`src/rtl/bpuupd_arbiter_pkg.sv`:
```
// Shared types and sizing for the branch-predictor update arbiter.
// Holds the queued update entry, the FIFO geometry and the FSM state encoding.
package bpuupd_arbiter_pkg;

  localparam int XLEN              = 32;
  localparam int BPUUPD_FIFO_DEPTH = 4;
  localparam int BPUUPD_PTR_W      = 2;
  localparam int BPUUPD_CNT_W      = 3;

  typedef struct packed {
    logic            wrreq;
    logic [XLEN-1:0] pc;
    logic [XLEN-1:0] predictedpc;
    logic [2:0]      branchtype;
    logic            predictbit;
  } bpuupd_entry_t;

  typedef enum logic [1:0] {
    ST_OFF  = 2'd0,
    ST_RUN  = 2'd1,
    ST_HOLD = 2'd2
  } bpuupd_state_e;

endpackage

```
`src/rtl/bpuupd_interface.sv`:
```
// Update port toward the branch predictor; the arbiter drives it as master.
// valid is a one-cycle pulse per update; there is no ready, the arbiter watches bpu_stall_i instead.
interface bpuupd_interface;
  import bpuupd_arbiter_pkg::*;

  logic            valid;
  logic            wr_req;
  logic [XLEN-1:0] wr_pc;
  logic [XLEN-1:0] wr_predictedpc;
  logic [2:0]      wr_branchtype;
  logic            wr_predictbit;

  modport master (
    output valid, wr_req, wr_pc, wr_predictedpc, wr_branchtype, wr_predictbit
  );

  modport slave (
    input valid, wr_req, wr_pc, wr_predictedpc, wr_branchtype, wr_predictbit
  );
endinterface

```
`src/rtl/bpuupd_fifo.sv`:
```
// Four-entry update queue: up to two writes and one read per cycle, synchronous flush.
// The second write lands one slot after the first only when the first write is also enabled.
module bpuupd_fifo
  import bpuupd_arbiter_pkg::*;
(
  input  logic                    clk_i,
  input  logic                    arst_i,
  input  logic                    flush_i,
  input  logic [1:0]              wr_en_i,
  input  bpuupd_entry_t           wr_data0_i,
  input  bpuupd_entry_t           wr_data1_i,
  input  logic                    rd_en_i,
  output bpuupd_entry_t           rd_data_o,
  output logic [BPUUPD_CNT_W-1:0] count_o
);

  bpuupd_entry_t           mem_q [BPUUPD_FIFO_DEPTH];
  logic [BPUUPD_PTR_W-1:0] wptr_q;
  logic [BPUUPD_PTR_W-1:0] rptr_q;
  logic [BPUUPD_PTR_W-1:0] wptr_second;
  logic [BPUUPD_CNT_W-1:0] cnt_q;

  assign wptr_second = wptr_q + BPUUPD_PTR_W'(wr_en_i[0]);

  always_ff @(posedge clk_i or posedge arst_i) begin
    if (arst_i) begin
      for (int i = 0; i < BPUUPD_FIFO_DEPTH; i++) mem_q[i] <= '0;
      wptr_q <= '0;
      rptr_q <= '0;
      cnt_q  <= '0;
    end else if (flush_i) begin
      wptr_q <= '0;
      rptr_q <= '0;
      cnt_q  <= '0;
    end else begin
      if (wr_en_i[0]) mem_q[wptr_q]      <= wr_data0_i;
      if (wr_en_i[1]) mem_q[wptr_second] <= wr_data1_i;
      wptr_q <= wptr_q + BPUUPD_PTR_W'(wr_en_i[0]) + BPUUPD_PTR_W'(wr_en_i[1]);
      rptr_q <= rptr_q + BPUUPD_PTR_W'(rd_en_i);
      cnt_q  <= cnt_q + BPUUPD_CNT_W'(wr_en_i[0]) + BPUUPD_CNT_W'(wr_en_i[1])
                - BPUUPD_CNT_W'(rd_en_i);
    end
  end

  assign rd_data_o = mem_q[rptr_q];
  assign count_o   = cnt_q;

endmodule

```
`src/rtl/bpuupd_arbiter.sv`:
```
// Collects resolved branch updates from two commit slots, queues them and replays
// them one per cycle to the BPU. Handshake: a slot is taken when valid & ready at a clock edge.
module bpuupd_arbiter
  import bpuupd_arbiter_pkg::*;
(
  input  logic                    clk_i,
  input  logic                    arst_i,
  input  logic                    req0_valid_i,
  output logic                    req0_ready_o,
  input  logic                    req0_wrreq_i,
  input  logic [XLEN-1:0]         req0_pc_i,
  input  logic [XLEN-1:0]         req0_predictedpc_i,
  input  logic [2:0]              req0_branchtype_i,
  input  logic                    req0_predictbit_i,
  input  logic                    req1_valid_i,
  output logic                    req1_ready_o,
  input  logic                    req1_wrreq_i,
  input  logic [XLEN-1:0]         req1_pc_i,
  input  logic [XLEN-1:0]         req1_predictedpc_i,
  input  logic [2:0]              req1_branchtype_i,
  input  logic                    req1_predictbit_i,
  input  logic                    bpu_stall_i,
  input  logic                    bpu_enable_i,
  bpuupd_interface.master         bpuupd_mst,
  output logic [BPUUPD_CNT_W-1:0] fifo_cnt_o,
  output bpuupd_state_e           state_o
);

  bpuupd_state_e           state_q, state_d;
  logic [BPUUPD_CNT_W-1:0] count;
  logic                    flush, pop;
  logic                    acc0, acc1, merge;
  bpuupd_entry_t           entry0, entry1, head;
  bpuupd_entry_t           out_q;
  logic                    out_valid_q;

  assign entry0 = '{wrreq: req0_wrreq_i, pc: req0_pc_i, predictedpc: req0_predictedpc_i,
                    branchtype: req0_branchtype_i, predictbit: req0_predictbit_i};
  assign entry1 = '{wrreq: req1_wrreq_i, pc: req1_pc_i, predictedpc: req1_predictedpc_i,
                    branchtype: req1_branchtype_i, predictbit: req1_predictbit_i};

  // Ready depends only on the registered occupancy, so a pop cannot open space the same cycle.
  assign req0_ready_o = (count <= 3'd3);
  assign req1_ready_o = (count <= 3'd2);

  always_ff @(posedge clk_i or posedge arst_i) begin
    if (arst_i) state_q <= ST_OFF;
    else        state_q <= state_d;
  end

  always_comb begin
    state_d = state_q;
    case (state_q)
      ST_OFF:  if (bpu_enable_i) state_d = ST_RUN;
      ST_RUN:  if (!bpu_enable_i) state_d = ST_OFF;
               else if (bpu_stall_i && (count != '0)) state_d = ST_HOLD;
      ST_HOLD: if (!bpu_enable_i) state_d = ST_OFF;
               else if (!bpu_stall_i) state_d = ST_RUN;
      default: state_d = ST_OFF;
    endcase
  end

  // Leaving enable drops the queue at the same edge the FSM enters OFF.
  always_comb begin
    flush = (state_q == ST_OFF) || !bpu_enable_i;
    pop   = (state_q == ST_RUN) && bpu_enable_i && !bpu_stall_i && (count != '0);
  end

  assign acc0  = req0_valid_i && req0_ready_o && !flush;
  assign acc1  = req1_valid_i && req1_ready_o && !flush;
  // Same-PC pair: the younger slot carries the final outcome, the older one is dropped.
  assign merge = acc0 && acc1 && (req0_pc_i == req1_pc_i);

  bpuupd_fifo u_fifo (
    .clk_i      (clk_i),
    .arst_i     (arst_i),
    .flush_i    (flush),
    .wr_en_i    ({acc1, acc0 && !merge}),
    .wr_data0_i (entry0),
    .wr_data1_i (entry1),
    .rd_en_i    (pop),
    .rd_data_o  (head),
    .count_o    (count)
  );

  always_ff @(posedge clk_i or posedge arst_i) begin
    if (arst_i) begin
      out_valid_q <= 1'b0;
      out_q       <= '0;
    end else begin
      out_valid_q <= pop;
      if (pop) out_q <= head;
    end
  end

  assign bpuupd_mst.valid          = out_valid_q;
  assign bpuupd_mst.wr_req         = out_q.wrreq;
  assign bpuupd_mst.wr_pc          = out_q.pc;
  assign bpuupd_mst.wr_predictedpc = out_q.predictedpc;
  assign bpuupd_mst.wr_branchtype  = out_q.branchtype;
  assign bpuupd_mst.wr_predictbit  = out_q.predictbit;
  assign fifo_cnt_o                = count;
  assign state_o                   = state_q;

endmodule

```
`src/flat_wrapper.sv`:
```
// flat-port wrapper written by rule: the top's interface ports become plain ports
module bpuupd_arbiter_flat import bpuupd_arbiter_pkg::*;
  (clk_i, arst_i, req0_valid_i, req0_ready_o, req0_wrreq_i, req0_pc_i, req0_predictedpc_i, req0_branchtype_i, req0_predictbit_i, req1_valid_i, req1_ready_o, req1_wrreq_i, req1_pc_i, req1_predictedpc_i, req1_branchtype_i, req1_predictbit_i, bpu_stall_i, bpu_enable_i, fifo_cnt_o, state_o, bpuupd_mst_valid, bpuupd_mst_wr_req, bpuupd_mst_wr_pc, bpuupd_mst_wr_predictedpc, bpuupd_mst_wr_branchtype, bpuupd_mst_wr_predictbit);
  bpuupd_interface bpuupd_mst_i ();
  input  logic clk_i;
  input  logic arst_i;
  input  logic req0_valid_i;
  output logic req0_ready_o;
  input  logic req0_wrreq_i;
  input  logic [XLEN-1:0] req0_pc_i;
  input  logic [XLEN-1:0] req0_predictedpc_i;
  input  logic [2:0] req0_branchtype_i;
  input  logic req0_predictbit_i;
  input  logic req1_valid_i;
  output logic req1_ready_o;
  input  logic req1_wrreq_i;
  input  logic [XLEN-1:0] req1_pc_i;
  input  logic [XLEN-1:0] req1_predictedpc_i;
  input  logic [2:0] req1_branchtype_i;
  input  logic req1_predictbit_i;
  input  logic bpu_stall_i;
  input  logic bpu_enable_i;
  output logic [BPUUPD_CNT_W-1:0] fifo_cnt_o;
  output bpuupd_state_e state_o;
  output wire logic [$bits(bpuupd_mst_i.valid)-1:0] bpuupd_mst_valid;
  output wire logic [$bits(bpuupd_mst_i.wr_req)-1:0] bpuupd_mst_wr_req;
  output wire logic [$bits(bpuupd_mst_i.wr_pc)-1:0] bpuupd_mst_wr_pc;
  output wire logic [$bits(bpuupd_mst_i.wr_predictedpc)-1:0] bpuupd_mst_wr_predictedpc;
  output wire logic [$bits(bpuupd_mst_i.wr_branchtype)-1:0] bpuupd_mst_wr_branchtype;
  output wire logic [$bits(bpuupd_mst_i.wr_predictbit)-1:0] bpuupd_mst_wr_predictbit;
  assign bpuupd_mst_valid = bpuupd_mst_i.valid;
  assign bpuupd_mst_wr_req = bpuupd_mst_i.wr_req;
  assign bpuupd_mst_wr_pc = bpuupd_mst_i.wr_pc;
  assign bpuupd_mst_wr_predictedpc = bpuupd_mst_i.wr_predictedpc;
  assign bpuupd_mst_wr_branchtype = bpuupd_mst_i.wr_branchtype;
  assign bpuupd_mst_wr_predictbit = bpuupd_mst_i.wr_predictbit;
  bpuupd_arbiter u_core (.clk_i(clk_i), .arst_i(arst_i), .req0_valid_i(req0_valid_i), .req0_ready_o(req0_ready_o), .req0_wrreq_i(req0_wrreq_i), .req0_pc_i(req0_pc_i), .req0_predictedpc_i(req0_predictedpc_i), .req0_branchtype_i(req0_branchtype_i), .req0_predictbit_i(req0_predictbit_i), .req1_valid_i(req1_valid_i), .req1_ready_o(req1_ready_o), .req1_wrreq_i(req1_wrreq_i), .req1_pc_i(req1_pc_i), .req1_predictedpc_i(req1_predictedpc_i), .req1_branchtype_i(req1_branchtype_i), .req1_predictbit_i(req1_predictbit_i), .bpu_stall_i(bpu_stall_i), .bpu_enable_i(bpu_enable_i), .bpuupd_mst(bpuupd_mst_i), .fifo_cnt_o(fifo_cnt_o), .state_o(state_o));
endmodule
```
`config.mk`:
```
export PLATFORM = sky130hd
export DESIGN_NAME = bpuupd_arbiter_flat
export DESIGN_NICKNAME = d
export VERILOG_FILES = /design/src/rtl/bpuupd_arbiter_pkg.sv /design/src/rtl/bpuupd_interface.sv /design/src/rtl/bpuupd_fifo.sv /design/src/rtl/bpuupd_arbiter.sv /design/src/flat_wrapper.sv
export SDC_FILE = /design/constraint.sdc
export NUM_CORES = 1
export LEC_CHECK = 0
export BUFFER_PORTS_ARGS = -buffer_cell sky130_fd_sc_hd__buf_4
export CAP_MARGIN = 20
export CORE_MARGIN = 10
export CORE_UTILIZATION = 63
export DETAILED_ROUTE_END_ITERATION = 10
export PLACE_DENSITY = 0.95
export REMOVE_ABC_BUFFERS = 1
export SLEW_MARGIN = 20
export SYNTH_ARGS = -nofsm -noshare
export SYNTH_HDL_FRONTEND = slang
export SYNTH_SLANG_ARGS = --single-unit
```
`constraint.sdc`:
```
create_clock -name clk_i -period 34.3 [get_ports clk_i]
set_clock_uncertainty 0.2 [all_clocks]
set_input_delay 3.43 -clock clk_i [delete_from_list [all_inputs] [get_ports clk_i]]
set_output_delay 3.43 -clock clk_i [all_outputs]
set_load 0.005 [all_outputs]
```
==> out/results.ini <==
[setup_path]
crit_slowest_cell=a211o_4
end_kind=flop
startpoint_type=input port
crit_chain=buf_4 -> xnor2_1 -> nand4_1 -> nor4_1 -> and4_1 -> nor2_1 -> ha_1 -> xor2_1 -> nand3_4 -> a211o_4 -> a221o_1
critPathLaunch=req0_pc_i[23]
cp_data_required_time_ns=34.48
critical_path_buf_inv_count=1
path_max_fanout=70
crit_family=simple AND/OR/NAND/NOR gates
arrival_ns=8.42
cpPeakStageDelay_ns=1.00
reg2reg_from=u_core.state_o[1]
crit_type=input port to flop

[global_route]
overflow=0
grt_max_degree=137
grt_use_total_pct=31.3
grt_pass1_wl_um=83900
antenna_found_initial=2
grt_pass1_vias=15300

[routing]
first_iter_violations=2495
vias=14300
avgViaCountPerCell=7.34
wl_um=53500
ant_nets=0
wl_per_cell_um=27.5
dr.pass1.iters=6
drc=0

[synthesis]
syn-cell-area_mm2=0.0171
ys_dominant_reg_cell=dfrtp_1
synth_edf_count=0
yosysWarnings=0
seq_area_frac_synth_pct=52.0
synth_cell_types=42
synth_commonest_cells=dfrtp_1, a221o_1, nor2_1, nand2_1, clkbuf_1
synth_area_leaders=dfrtp_1, a221o_1, mux4_2, nor2_1, mux2_2
ys_ff_latch=355
netlist_instances=1434
async_flop_share_pct=100
yosysTopAreaCell=dfrtp_1
yosysMostFrequentCell=dfrtp_1
avgSynthCellArea_um2=11.9
yosysTopAreaCellShare_pct=52.0

[clock_network]
htreeDepth=2
postCtsSetupBuffers=0
clockRootBuffer=clkbuf_16
clock_latency_ns=0.51
cts_buffer_depth=3
numClockSinks=355
numCtsBuffers=37
ctsHoldBuffers=0
tritoncts=done
cts_resized=0
cts.clk_slew.worst_paths_ns=0.06

[timing]
fin_setup_tns_ns=0
finalMaxSlewViolations=0
timing.final.ws_setup_ns=26.06
worst_pin_slew_ns=1.22
period_share_pct=24.0
fin_crit_ns=8.24
rsz0062_at_grt=false
setup_violations=0
hold_viol=0
max_freq_mhz=121
slew-limit-headroom_pct=18.5

[place]
dp_slack_ns=25.72
place_congestion=0.805
dp_hpwl_um=30600
post_dp_cell_area_mm2=0.0189
port_buffers=220

[floorplan]
die_h_um=185
num_rows=60
core_mm2=0.0268
ios=221
start_util_pct=63.7
die_w_um=185
die_area_mm2=0.0341

[pwr]
p_leak_nw=8.95
ir_worst_vdd_uv=38.3
power_density_mw_per_mm2=56.9

[finish]
multi_input_area_mm2=0.00773
drive_gt1_share_pct=28.0
regArea_mm2=0.00889
fin_area_mm2=0.0201
final_nets=1732
fillers=1639
area_growth_pct=17.8

[min_path]
min_from=u_core.bpuupd_mst.wr_predictedpc[4]
hold_path.class=flop to flop

[flow_run]
max-cap-violations=0

[run_status]
status=finished clean

[final cells by class]
cell class / instances / share of cell area (%)
Multi-Input combinational cell: 941 / 38.4
Clock inverter: 11 / 1.03
Antenna cell: 1 / 0.0124
Timing Repair Buffer: 237 / 8.90
Clock buffer: 52 / 5.13
Sequential cell: 355 / 44.2
Inverter: 8 / 0.187
Tap cell: 341 / 2.12
[worst register-to-register path: cells and delay by family, from the launching register on]
| family | cells | cell delay, ns |
|---|---|---|
| adders and majority gates | 1 | 0.25 |
| and+or+nand+nor | 3 | 1.36 |
| AOI/OAI and AO/OA | 3 | 1.72 |
| xor gates and xnor gates | 1 | 0.55 |
| buffers and inverters | 1 | 0.82 |
| DFF | 1 | 0.52 |
[path summary, 6_finish.rpt]
kind | endpoint | slack (ns) | cells after the start
min in group asynchronous | u_core.bpuupd_mst.wr_predictedpc[27] | 2.91 | 2
max in group asynchronous | u_core.u_fifo.rptr_q[0] | 28.50 | 4
worst min register to register | u_core.bpuupd_mst.wr_predictedpc[4] | 0.31 | 1
worst max register to register | u_core.u_fifo.mem_q[132] | 28.74 | 9
worst max-delay path | u_core.u_fifo.mem_q[132] | 26.06 | 11
worst min-delay path | u_core.bpuupd_mst.wr_predictedpc[4] | 0.31 | 1
[report_power, final]
part	internal [mW]	leakage (nW)	switching (mW)
clock network	0.254	0.604	0.165
logic	0.111	3.81	0.0838
registers	0.486	4.54	0.0449
total	0.851	8.95	0.293
[layout by cell type, fill, tap and decap left out, types with 2 or more instances in the layout]
| cell | Yosys | final |
|---|---|---|
| clkbuf_16 | 0 | 37 |
| xnor2_1 | 36 | 36 |
| o21ai_0 | 69 | 69 |
| a221o_1 | 277 | 276 |
| nor3b_2 | 3 | 2 |
| clkinv_2 | 0 | 4 |
| nor2_1 | 221 | 221 |
| and2_1 | 3 | 3 |
| nor3_1 | 2 | 2 |
| buf_4 | 1 | 235 |
| inv_1 | 8 | 7 |
| bufinv_16 | 0 | 6 |
| nand3_4 | 0 | 4 |
| o21a_1 | 3 | 2 |
| a211o_4 | 0 | 2 |
| nand4_1 | 10 | 10 |
| ha_1 | 6 | 6 |
| fa_1 | 2 | 2 |
| clkbuf_8 | 0 | 5 |
| nand2b_1 | 2 | 2 |
| nand2_1 | 143 | 143 |
| dfrtp_1 | 355 | 353 |
| mux4_2 | 69 | 69 |
| mux2_2 | 69 | 69 |
| a21oi_1 | 2 | 2 |
| dfrtp_4 | 0 | 2 |
| clkbuf_1 | 87 | 10 |
[registers in the layout, summed over array words and instances, names as in the netlist]
signal	cells
u_core.bpuupd_mst.wr_predictedpc	32
u_core.u_fifo.count_o	3
u_core.bpuupd_mst.wr_branchtype	3
u_core.u_fifo.mem_q	276
u_core.bpuupd_mst.wr_pc	32
u_core.bpuupd_mst.wr_req	1
u_core.u_fifo.wptr_q	2
u_core.u_fifo.rptr_q	2
u_core.bpuupd_mst.wr_predictbit	1
u_core.bpuupd_mst.valid	1
u_core.state_o	2
[cells by family (layout without fill, tap and decap cells)]
kind of cell	Yosys count	after routing	share of synthesized area [%]
buffers and inverters	138	308	3.51
xor gates and xnor gates	37	37	1.90
and+or+nand+nor	398	398	9.45
other	0	1	0
DFF	355	355	52.0
muxes	138	138	13.6
AOI/OAI and AO/OA	360	360	18.8
adders and majority gates	8	8	0.674
[per-layer routing]
layer	share of wire [%]	vias up	global-route usage (%)
met3	12	185	8.01
li1	-	5782	-
met4	3.5	0	14.4
met5	0	-	0
met2	48	1174	50.0
met1	36	7151	39.4
[metrics by stage]
stage | utilization, % | instances | hold WS, ns | power [mW]
global placement | 70.4 | 1881 | 0.289 | 0.710
finish | 75.1 | 1946 | 0.306 | 1.14
CTS | 75.0 | 1944 | 0.307 | 1.14
detailed placement | 70.4 | 1881 | 0.293 | 0.727
global route | 75.1 | 1945 | 0.317 | 1.18
floorplan | - | 1304 | 0.274 | 0.638
(Power assumes the default switching activity.)
